--- src/rtl/axi_lite_cmd_master_if.sv ---
// axi_lite_cmd_master_if
//   Bundles the command port, the response port and the five AXI4-Lite
//   channels of axi_lite_cmd_master. Signal names keep their original
//   i_/o_ prefixes, which describe direction as seen from the master.
//   master modport : used by axi_lite_cmd_master
//   slave  modport : used by whatever drives the command port and the AXI slave
//   Parameters: ADDR_WIDTH, DATA_WIDTH (32 or 64), STROBE_WIDTH (DATA_WIDTH/8)
interface axi_lite_cmd_master_if #(
  parameter int unsigned ADDR_WIDTH   = 32,
  parameter int unsigned DATA_WIDTH   = 32,
  parameter int unsigned STROBE_WIDTH = DATA_WIDTH / 8
);
  // command port
  logic                    i_cmd_valid;
  logic                    o_cmd_ready;
  logic                    i_cmd_write;
  logic [ADDR_WIDTH-1:0]   i_cmd_addr;
  logic [DATA_WIDTH-1:0]   i_cmd_data;
  logic [STROBE_WIDTH-1:0] i_cmd_strb;
  // response port
  logic                    o_rsp_valid;
  logic                    i_rsp_ready;
  logic                    o_rsp_write;
  logic [1:0]              o_rsp_resp;
  logic [DATA_WIDTH-1:0]   o_rsp_data;
  // AXI4-Lite channels
  logic                    o_awvalid;
  logic [ADDR_WIDTH-1:0]   o_awaddr;
  logic                    i_awready;
  logic                    o_wvalid;
  logic [DATA_WIDTH-1:0]   o_wdata;
  logic [STROBE_WIDTH-1:0] o_wstrb;
  logic                    i_wready;
  logic                    i_bvalid;
  logic                    o_bready;
  logic [1:0]              i_bresp;
  logic                    o_arvalid;
  logic [ADDR_WIDTH-1:0]   o_araddr;
  logic                    i_arready;
  logic                    i_rvalid;
  logic                    o_rready;
  logic [1:0]              i_rresp;
  logic [DATA_WIDTH-1:0]   i_rdata;

  modport master (
    input  i_cmd_valid, i_cmd_write, i_cmd_addr, i_cmd_data, i_cmd_strb,
    output o_cmd_ready,
    input  i_rsp_ready,
    output o_rsp_valid, o_rsp_write, o_rsp_resp, o_rsp_data,
    output o_awvalid, o_awaddr, input i_awready,
    output o_wvalid, o_wdata, o_wstrb, input i_wready,
    input  i_bvalid, i_bresp, output o_bready,
    output o_arvalid, o_araddr, input i_arready,
    input  i_rvalid, i_rresp, i_rdata, output o_rready
  );

  modport slave (
    output i_cmd_valid, i_cmd_write, i_cmd_addr, i_cmd_data, i_cmd_strb,
    input  o_cmd_ready,
    output i_rsp_ready,
    input  o_rsp_valid, o_rsp_write, o_rsp_resp, o_rsp_data,
    input  o_awvalid, o_awaddr, output i_awready,
    input  o_wvalid, o_wdata, o_wstrb, output i_wready,
    output i_bvalid, i_bresp, input o_bready,
    input  o_arvalid, o_araddr, output i_arready,
    output i_rvalid, i_rresp, i_rdata, input o_rready
  );
endinterface

--- src/rtl/axi_lite_cmd_master.sv ---
// axi_lite_cmd_master
//   Single-outstanding AXI4-Lite master. A command (read or write) is taken
//   on the command port, the matching AXI-Lite transaction is run, and one
//   response per command is returned on the response port. All outputs are
//   registered.
// Ports:
//   clk    : clock, rising edge
//   rst    : synchronous active-high reset; aborts any transaction silently
//   bus    : axi_lite_cmd_master_if.master (command, response, AW/W/B/AR/R)
//   o_busy : high whenever the FSM is not in IDLE
// Optional build macro:
//   AXI_LITE_CMD_MASTER_TIMEOUT_EN - abort a stalled transaction after
//   TIMEOUT_CYCLES cycles and answer with resp 2'b11, data 0.
module axi_lite_cmd_master #(
  parameter int unsigned ADDR_WIDTH     = 32,
  parameter int unsigned DATA_WIDTH     = 32,
  parameter int unsigned STROBE_WIDTH   = DATA_WIDTH / 8,
  parameter int unsigned TIMEOUT_CYCLES = 1024
) (
  input  logic                  clk,
  input  logic                  rst,
  axi_lite_cmd_master_if.master bus,
  output logic                  o_busy
);

  if (!(DATA_WIDTH == 32 || DATA_WIDTH == 64) || STROBE_WIDTH != DATA_WIDTH / 8 ||
      TIMEOUT_CYCLES < 2) begin : g_param_check
    $error("axi_lite_cmd_master: unsupported parameter combination");
  end

  typedef enum logic [2:0] {
    IDLE, WR_ADDR_DATA, WR_RESP, RD_ADDR, RD_DATA, RESP
  } state_e;

  // Every output is a field here so that the whole output set is one register.
  typedef struct packed {
    state_e                  state;
    logic                    cmd_ready;
    logic                    awvalid;
    logic [ADDR_WIDTH-1:0]   awaddr;
    logic                    wvalid;
    logic [DATA_WIDTH-1:0]   wdata;
    logic [STROBE_WIDTH-1:0] wstrb;
    logic                    bready;
    logic                    arvalid;
    logic [ADDR_WIDTH-1:0]   araddr;
    logic                    rready;
    logic                    rsp_valid;
    logic                    rsp_write;
    logic [1:0]              rsp_resp;
    logic [DATA_WIDTH-1:0]   rsp_data;
    logic                    busy;
    logic                    aw_done;
    logic                    w_done;
  } regs_t;

  regs_t r_q, r_d;
  logic  accept, aw_hs, w_hs, b_hs, ar_hs, r_hs, aw_done, w_done;

`ifdef AXI_LITE_CMD_MASTER_TIMEOUT_EN
  localparam int unsigned   TW       = $clog2(TIMEOUT_CYCLES);
  localparam logic [TW-1:0] TMO_LAST = TW'(TIMEOUT_CYCLES - 1);
  logic [TW-1:0] tmo_q, tmo_d;
  logic          active;
`endif

  always_comb begin
    r_d     = r_q;
    accept  = (r_q.state == IDLE) && r_q.cmd_ready && bus.i_cmd_valid;
    aw_hs   = r_q.awvalid && bus.i_awready;
    w_hs    = r_q.wvalid && bus.i_wready;
    b_hs    = r_q.bready && bus.i_bvalid;
    ar_hs   = r_q.arvalid && bus.i_arready;
    r_hs    = r_q.rready && bus.i_rvalid;
    aw_done = r_q.aw_done || aw_hs;
    w_done  = r_q.w_done || w_hs;

    case (r_q.state)
      IDLE: begin
        if (accept) begin
          r_d.rsp_write = bus.i_cmd_write;
          r_d.aw_done   = 1'b0;
          r_d.w_done    = 1'b0;
          if (bus.i_cmd_write) begin
            r_d.state   = WR_ADDR_DATA;
            r_d.awvalid = 1'b1;
            r_d.awaddr  = bus.i_cmd_addr;
            r_d.wvalid  = 1'b1;
            r_d.wdata   = bus.i_cmd_data;
            r_d.wstrb   = bus.i_cmd_strb;
          end else begin
            r_d.state   = RD_ADDR;
            r_d.arvalid = 1'b1;
            r_d.araddr  = bus.i_cmd_addr;
          end
        end
      end
      WR_ADDR_DATA: begin
        if (aw_hs) begin
          r_d.awvalid = 1'b0;
          r_d.aw_done = 1'b1;
        end
        if (w_hs) begin
          r_d.wvalid = 1'b0;
          r_d.w_done = 1'b1;
        end
        if (aw_done && w_done) begin
          r_d.state  = WR_RESP;
          r_d.bready = 1'b1;
        end
      end
      WR_RESP: begin
        if (b_hs) begin
          r_d.bready    = 1'b0;
          r_d.rsp_resp  = bus.i_bresp;
          r_d.rsp_data  = '0;
          r_d.rsp_valid = 1'b1;
          r_d.state     = RESP;
        end
      end
      RD_ADDR: begin
        if (ar_hs) begin
          r_d.arvalid = 1'b0;
          r_d.rready  = 1'b1;
          r_d.state   = RD_DATA;
        end
      end
      RD_DATA: begin
        if (r_hs) begin
          r_d.rready    = 1'b0;
          r_d.rsp_resp  = bus.i_rresp;
          r_d.rsp_data  = bus.i_rdata;
          r_d.rsp_valid = 1'b1;
          r_d.state     = RESP;
        end
      end
      RESP: begin
        if (bus.i_rsp_ready) begin
          r_d.rsp_valid = 1'b0;
          r_d.state     = IDLE;
        end
      end
      default: r_d.state = IDLE;
    endcase

`ifdef AXI_LITE_CMD_MASTER_TIMEOUT_EN
    active = r_q.state inside {WR_ADDR_DATA, WR_RESP, RD_ADDR, RD_DATA};
    tmo_d  = tmo_q;
    if (accept) begin
      tmo_d = '0;
    end else if (active && tmo_q != TMO_LAST) begin
      tmo_d = tmo_q + 1'b1;
    end
    // A handshake that moves the FSM on in the expiry cycle wins; the counter
    // stays saturated, so the timeout fires on the next cycle that stalls.
    if (active && tmo_q == TMO_LAST && r_d.state == r_q.state) begin
      r_d.awvalid   = 1'b0;
      r_d.wvalid    = 1'b0;
      r_d.bready    = 1'b0;
      r_d.arvalid   = 1'b0;
      r_d.rready    = 1'b0;
      r_d.rsp_resp  = 2'b11;
      r_d.rsp_data  = '0;
      r_d.rsp_valid = 1'b1;
      r_d.state     = RESP;
    end
`endif

    r_d.cmd_ready = (r_d.state == IDLE);
    r_d.busy      = (r_d.state != IDLE);
  end

  always_ff @(posedge clk) begin
    if (rst) begin
      r_q       <= '0;
      r_q.state <= IDLE;
    end else begin
      r_q <= r_d;
    end
  end

`ifdef AXI_LITE_CMD_MASTER_TIMEOUT_EN
  always_ff @(posedge clk) begin
    if (rst) begin
      tmo_q <= '0;
    end else begin
      tmo_q <= tmo_d;
    end
  end
`endif

  assign bus.o_cmd_ready = r_q.cmd_ready;
  assign bus.o_rsp_valid = r_q.rsp_valid;
  assign bus.o_rsp_write = r_q.rsp_write;
  assign bus.o_rsp_resp  = r_q.rsp_resp;
  assign bus.o_rsp_data  = r_q.rsp_data;
  assign bus.o_awvalid   = r_q.awvalid;
  assign bus.o_awaddr    = r_q.awaddr;
  assign bus.o_wvalid    = r_q.wvalid;
  assign bus.o_wdata     = r_q.wdata;
  assign bus.o_wstrb     = r_q.wstrb;
  assign bus.o_bready    = r_q.bready;
  assign bus.o_arvalid   = r_q.arvalid;
  assign bus.o_araddr    = r_q.araddr;
  assign bus.o_rready    = r_q.rready;
  assign o_busy          = r_q.busy;

endmodule

--- src/flat_wrapper.sv ---
// flat-port wrapper written by rule: the top's interface ports become plain ports
module axi_lite_cmd_master_flat 
#(
  parameter int unsigned ADDR_WIDTH     = 32,
  parameter int unsigned DATA_WIDTH     = 32,
  parameter int unsigned STROBE_WIDTH   = DATA_WIDTH / 8,
  parameter int unsigned TIMEOUT_CYCLES = 1024
)
  (clk, rst, o_busy, bus_i_cmd_valid, bus_i_cmd_write, bus_i_cmd_addr, bus_i_cmd_data, bus_i_cmd_strb, bus_o_cmd_ready, bus_i_rsp_ready, bus_o_rsp_valid, bus_o_rsp_write, bus_o_rsp_resp, bus_o_rsp_data, bus_o_awvalid, bus_o_awaddr, bus_i_awready, bus_o_wvalid, bus_o_wdata, bus_o_wstrb, bus_i_wready, bus_i_bvalid, bus_i_bresp, bus_o_bready, bus_o_arvalid, bus_o_araddr, bus_i_arready, bus_i_rvalid, bus_i_rresp, bus_i_rdata, bus_o_rready);
  axi_lite_cmd_master_if #(.ADDR_WIDTH(ADDR_WIDTH), .DATA_WIDTH(DATA_WIDTH), .STROBE_WIDTH(STROBE_WIDTH)) bus_i ();
  input  logic clk;
  input  logic rst;
  output logic o_busy;
  input wire logic [$bits(bus_i.i_cmd_valid)-1:0] bus_i_cmd_valid;
  input wire logic [$bits(bus_i.i_cmd_write)-1:0] bus_i_cmd_write;
  input wire logic [$bits(bus_i.i_cmd_addr)-1:0] bus_i_cmd_addr;
  input wire logic [$bits(bus_i.i_cmd_data)-1:0] bus_i_cmd_data;
  input wire logic [$bits(bus_i.i_cmd_strb)-1:0] bus_i_cmd_strb;
  output wire logic [$bits(bus_i.o_cmd_ready)-1:0] bus_o_cmd_ready;
  input wire logic [$bits(bus_i.i_rsp_ready)-1:0] bus_i_rsp_ready;
  output wire logic [$bits(bus_i.o_rsp_valid)-1:0] bus_o_rsp_valid;
  output wire logic [$bits(bus_i.o_rsp_write)-1:0] bus_o_rsp_write;
  output wire logic [$bits(bus_i.o_rsp_resp)-1:0] bus_o_rsp_resp;
  output wire logic [$bits(bus_i.o_rsp_data)-1:0] bus_o_rsp_data;
  output wire logic [$bits(bus_i.o_awvalid)-1:0] bus_o_awvalid;
  output wire logic [$bits(bus_i.o_awaddr)-1:0] bus_o_awaddr;
  input wire logic [$bits(bus_i.i_awready)-1:0] bus_i_awready;
  output wire logic [$bits(bus_i.o_wvalid)-1:0] bus_o_wvalid;
  output wire logic [$bits(bus_i.o_wdata)-1:0] bus_o_wdata;
  output wire logic [$bits(bus_i.o_wstrb)-1:0] bus_o_wstrb;
  input wire logic [$bits(bus_i.i_wready)-1:0] bus_i_wready;
  input wire logic [$bits(bus_i.i_bvalid)-1:0] bus_i_bvalid;
  input wire logic [$bits(bus_i.i_bresp)-1:0] bus_i_bresp;
  output wire logic [$bits(bus_i.o_bready)-1:0] bus_o_bready;
  output wire logic [$bits(bus_i.o_arvalid)-1:0] bus_o_arvalid;
  output wire logic [$bits(bus_i.o_araddr)-1:0] bus_o_araddr;
  input wire logic [$bits(bus_i.i_arready)-1:0] bus_i_arready;
  input wire logic [$bits(bus_i.i_rvalid)-1:0] bus_i_rvalid;
  input wire logic [$bits(bus_i.i_rresp)-1:0] bus_i_rresp;
  input wire logic [$bits(bus_i.i_rdata)-1:0] bus_i_rdata;
  output wire logic [$bits(bus_i.o_rready)-1:0] bus_o_rready;
  assign bus_i.i_cmd_valid = bus_i_cmd_valid;
  assign bus_i.i_cmd_write = bus_i_cmd_write;
  assign bus_i.i_cmd_addr = bus_i_cmd_addr;
  assign bus_i.i_cmd_data = bus_i_cmd_data;
  assign bus_i.i_cmd_strb = bus_i_cmd_strb;
  assign bus_o_cmd_ready = bus_i.o_cmd_ready;
  assign bus_i.i_rsp_ready = bus_i_rsp_ready;
  assign bus_o_rsp_valid = bus_i.o_rsp_valid;
  assign bus_o_rsp_write = bus_i.o_rsp_write;
  assign bus_o_rsp_resp = bus_i.o_rsp_resp;
  assign bus_o_rsp_data = bus_i.o_rsp_data;
  assign bus_o_awvalid = bus_i.o_awvalid;
  assign bus_o_awaddr = bus_i.o_awaddr;
  assign bus_i.i_awready = bus_i_awready;
  assign bus_o_wvalid = bus_i.o_wvalid;
  assign bus_o_wdata = bus_i.o_wdata;
  assign bus_o_wstrb = bus_i.o_wstrb;
  assign bus_i.i_wready = bus_i_wready;
  assign bus_i.i_bvalid = bus_i_bvalid;
  assign bus_i.i_bresp = bus_i_bresp;
  assign bus_o_bready = bus_i.o_bready;
  assign bus_o_arvalid = bus_i.o_arvalid;
  assign bus_o_araddr = bus_i.o_araddr;
  assign bus_i.i_arready = bus_i_arready;
  assign bus_i.i_rvalid = bus_i_rvalid;
  assign bus_i.i_rresp = bus_i_rresp;
  assign bus_i.i_rdata = bus_i_rdata;
  assign bus_o_rready = bus_i.o_rready;
  axi_lite_cmd_master #(.ADDR_WIDTH(ADDR_WIDTH), .DATA_WIDTH(DATA_WIDTH), .STROBE_WIDTH(STROBE_WIDTH), .TIMEOUT_CYCLES(TIMEOUT_CYCLES)) u_core (.clk(clk), .rst(rst), .bus(bus_i), .o_busy(o_busy));
endmodule
--- config.mk ---
export PLATFORM = sky130hd
export DESIGN_NAME = axi_lite_cmd_master_flat
export DESIGN_NICKNAME = d
export VERILOG_FILES = /design/src/rtl/axi_lite_cmd_master_if.sv /design/src/rtl/axi_lite_cmd_master.sv /design/src/flat_wrapper.sv
export SDC_FILE = /design/constraint.sdc
export NUM_CORES = 1
export LEC_CHECK = 0
export BUFFER_PORTS_ARGS = -buffer_cell sky130_fd_sc_hd__buf_2
export CORE_MARGIN = 2
export CORE_UTILIZATION = 35
export DETAILED_ROUTE_END_ITERATION = 16
export PLACE_DENSITY = 0.59
export SETUP_SLACK_MARGIN = 0.05
export SYNTH_ARGS = -nofsm -noshare
export SYNTH_HDL_FRONTEND = slang
export SYNTH_SLANG_ARGS = --single-unit
export TNS_END_PERCENT = 30
--- constraint.sdc ---
create_clock -name clk -period 2.3 [get_ports clk]
set_clock_uncertainty 0.1 [all_clocks]
set_input_delay 0.69 -clock clk [delete_from_list [all_inputs] [get_ports clk]]
set_output_delay 0.69 -clock clk [all_outputs]
set_load 0.005 [all_outputs]
==> impl_metrics.json <==
{
  "hpwl_mm": 10.6,
  "synth_area_leaders": "dfxtp_1, buf_4, nand2_1",
  "crit_type": "reg2reg",
  "ys_async_sr_fraction": 0,
  "cp_slowest_cell": "or3b_2",
  "holdPathStages": 2,
  "fin_hold_ws_ns": 0.350,
  "synth_top_area_frac": 0.476,
  "final_common_cell": "buf_2",
  "yosysWarnings": 0,
  "ant_nets": 0,
  "grt_pass1_wl_mm": 24.1,
  "ff2ff_setup_slack_ns": 0.36,
  "synth.distinct_cells": 32,
  "syn-cell-area_sq_um": 6220,
  "fin_crit_sh": 0.844,
  "reg2regPathDepth": 5,
  "whs_endpoint": "u_core.bus.o_wdata[21]",
  "clkTransAtPathRegs_ns": 0.07,
  "crit_fanout": 35,
  "worst_pin_slew_ns": 0.578,
  "startpoint": "u_core.r_q[146]",
  "start_util": 0.358,
  "arrival_ns": 2.13,
  "clock-sinks": 148,
  "max_clock_freq_ghz": 0.515,
  "first_iter_violations": 168,
  "hp-class": "reg2reg",
  "cts.root.buffer_cell": "clkbuf_16",
  "clk_latency_ns": 0.41,
  "ys_ff_latch": 148,
  "grt_setup_unrepaired": "no",
  "maxSlewViolCount": 0,
  "worstPathCellList": "or3b_2, o2bb2a_2, buf_12, a22oi_1, nor2_1",
  "avgRoutedWirePerCell_microns": 14.1,
  "end_kind": "flop",
  "grt.total_usage": 0.163,
  "cts_hold_buf": 0,
  "cts_tree": "done",
  "place_congestion": 0.746,
  "die_x_microns": 137,
  "mostFrequentLayoutCells": "buf_2, nand2_1, dfxtp_1",
  "synth_top_family_by_area": "buffers and inverters",
  "grt_pass1_vias": 4783,
  "synth_compound_area_frac": 0.143,
  "rows": 48,
  "setup-tns-final_ns": 0,
  "synth_fa_ha_area_frac": 0,
  "ys_seq_area_frac": 0.476,
  "coreArea_sq_um": 17400,
  "ys_dominant_reg_cell": "dfxtp_1",
  "p_per_area_nw_per_um2": 822,
  "fin_crit_ns": 1.94,
  "cts-buffers-inserted": 17,
  "totalWireLength_mm": 15.6,
  "final_nets": 982,
  "worst_r2r_endpoint": "u_core.bus.o_rsp_data[7]",
  "cts_max_level": 4,
  "synthSimpleGateAreaFrac": 0.177,
  "area_delta_synth_final_pct": 18.2,
  "syn_nets": 874,
  "dieArea_sq_um": 18900,
  "maxCapViolations": 0,
  "required_ns": 2.49,
  "hold_viol": 0,
  "via_per_inst": 4.63,
  "globalRouteOverflowTotal": 0,
  "startpoint_type": "flop",
  "synth_xor_area_frac": 0,
  "cts-resized-gates": 0,
  "synth-edff-count": 0,
  "yosys.area.top_type": "dfxtp_1",
  "fillerInstances": 1820,
  "antenna_found_initial": 0,
  "r2r-start": "u_core.r_q[146]",
  "peakVddDrop_mv": 0.480,
  "synth.area.mux_share": 0.00684,
  "max-slew-margin-rel": 0.609,
  "io_buffers": 256,
  "cts_setup_buffers": 0,
  "max_stage_delay_ns": 0.53,
  "setup_viol": 0,
  "drive_gt1_frac": 0.351,
  "syn_inst": 760,
  "route.detailed.drc": 0,
  "clockBufferDepth": 2,
  "outcome": "completed",
  "drt_pass1_iterations": 5,
  "die_h_microns": 137,
  "antenna_cells": 0,
  "grt_max_degree": 71,
  "min_from": "u_core.bus.o_wdata[21]",
  "cellLeakagePower_nw": 3.29,
  "avgSynthCellArea_sq_um": 8.18,
  "ioPinCount": 257,
  "vias": 5119
}
synthesized netlist by cell type, types with 3 or more instances:
cell type / n
clkbuf_1: 27
a22oi_1: 33
nor2_1: 42
nand2_1: 207
nor3b_1: 3
nand3_1: 3
inv_1: 5
a21oi_1: 112
buf_4: 137
dfxtp_1: 148
buf_2: 15
metal layers:
metal / part of all wire / wire length, microns / GRT usage
met5: 0 / 0 / 0
met1: 0.43 / 6670 / 0.190
met2: 0.46 / 7220 / 0.273
met4: 0.015 / 232 / 0.0550
met3: 0.095 / 1490 / 0.0655
where the power goes:
group          total [W]  switching, W  internal [W]
Combinational   0.000516      0.000291      0.000225
Clock            0.00283       0.00117       0.00166
Sequential       0.00270     0.0000465       0.00265
Total            0.00604       0.00151       0.00453
worst max-delay path by stage:
stage / depth (start not counted) / to / slack (ns)
floorplan: 7 / u_core.bus.o_rsp_data[14] / 0.43
global placement: 5 / u_core.bus.o_rsp_data[14] / 0.41
detailed placement: 4 / u_core.bus.o_rsp_valid / 0.38
CTS: 4 / u_core.bus.o_rsp_valid / 0.36
global route: 5 / u_core.bus.o_rsp_data[7] / 0.23
finish: 5 / u_core.bus.o_rsp_data[7] / 0.36
critical path: cells and delay by family, from the launching register on:
kind | cells | cell delay (ns)
buffers and inverters | 1 | 0.17
flip-flops | 1 | 0.48
AND/OR/NAND/NOR | 2 | 0.59
AO/OA/AOI/OAI | 2 | 0.46
cells by family after synthesis:
kind of cell | Yosys count
AOI/OAI and AO/OA | 155
buffers and inverters | 184
DFF | 148
muxes | 4
and+or+nand+nor | 269
flip-flops by register name, summed over array words and instances (netlist names), 2 cells and up:
signal and flops:
u_core.bus.o_araddr 32, u_core.bus.o_awaddr 32, u_core.bus.o_rsp_data 32, u_core.bus.o_rsp_resp 2
u_core.bus.o_wdata 32, u_core.bus.o_wstrb 4, u_core.r_q 5
layout make-up:
type                       instances  area, sq um  share of cell area
sequential                       148         2960               0.403
multi-input combinational        428         2040               0.277
inverter                           5         18.8             0.00255
tap                              225          282              0.0383
clock buffer                      18          439              0.0597
clock inverter                    14          161              0.0220
timing repair buffer             268         1450               0.197
per-stage QoR:
step                      total power (W)  setup slack [ns]  cell area, sq um  instances   util
after floorplan                   0.00309             0.427              6220        760      -
after global routing              0.00631             0.233              7350       1106  0.424
after global placement            0.00327             0.407              6750       1074  0.389
after detailed placement          0.00328             0.384              6750       1074  0.389
after CTS                         0.00614             0.359              7350       1106  0.424
final                             0.00604             0.360              7350       1106  0.424
No activity file was read; power rests on OpenSTA's default activity.
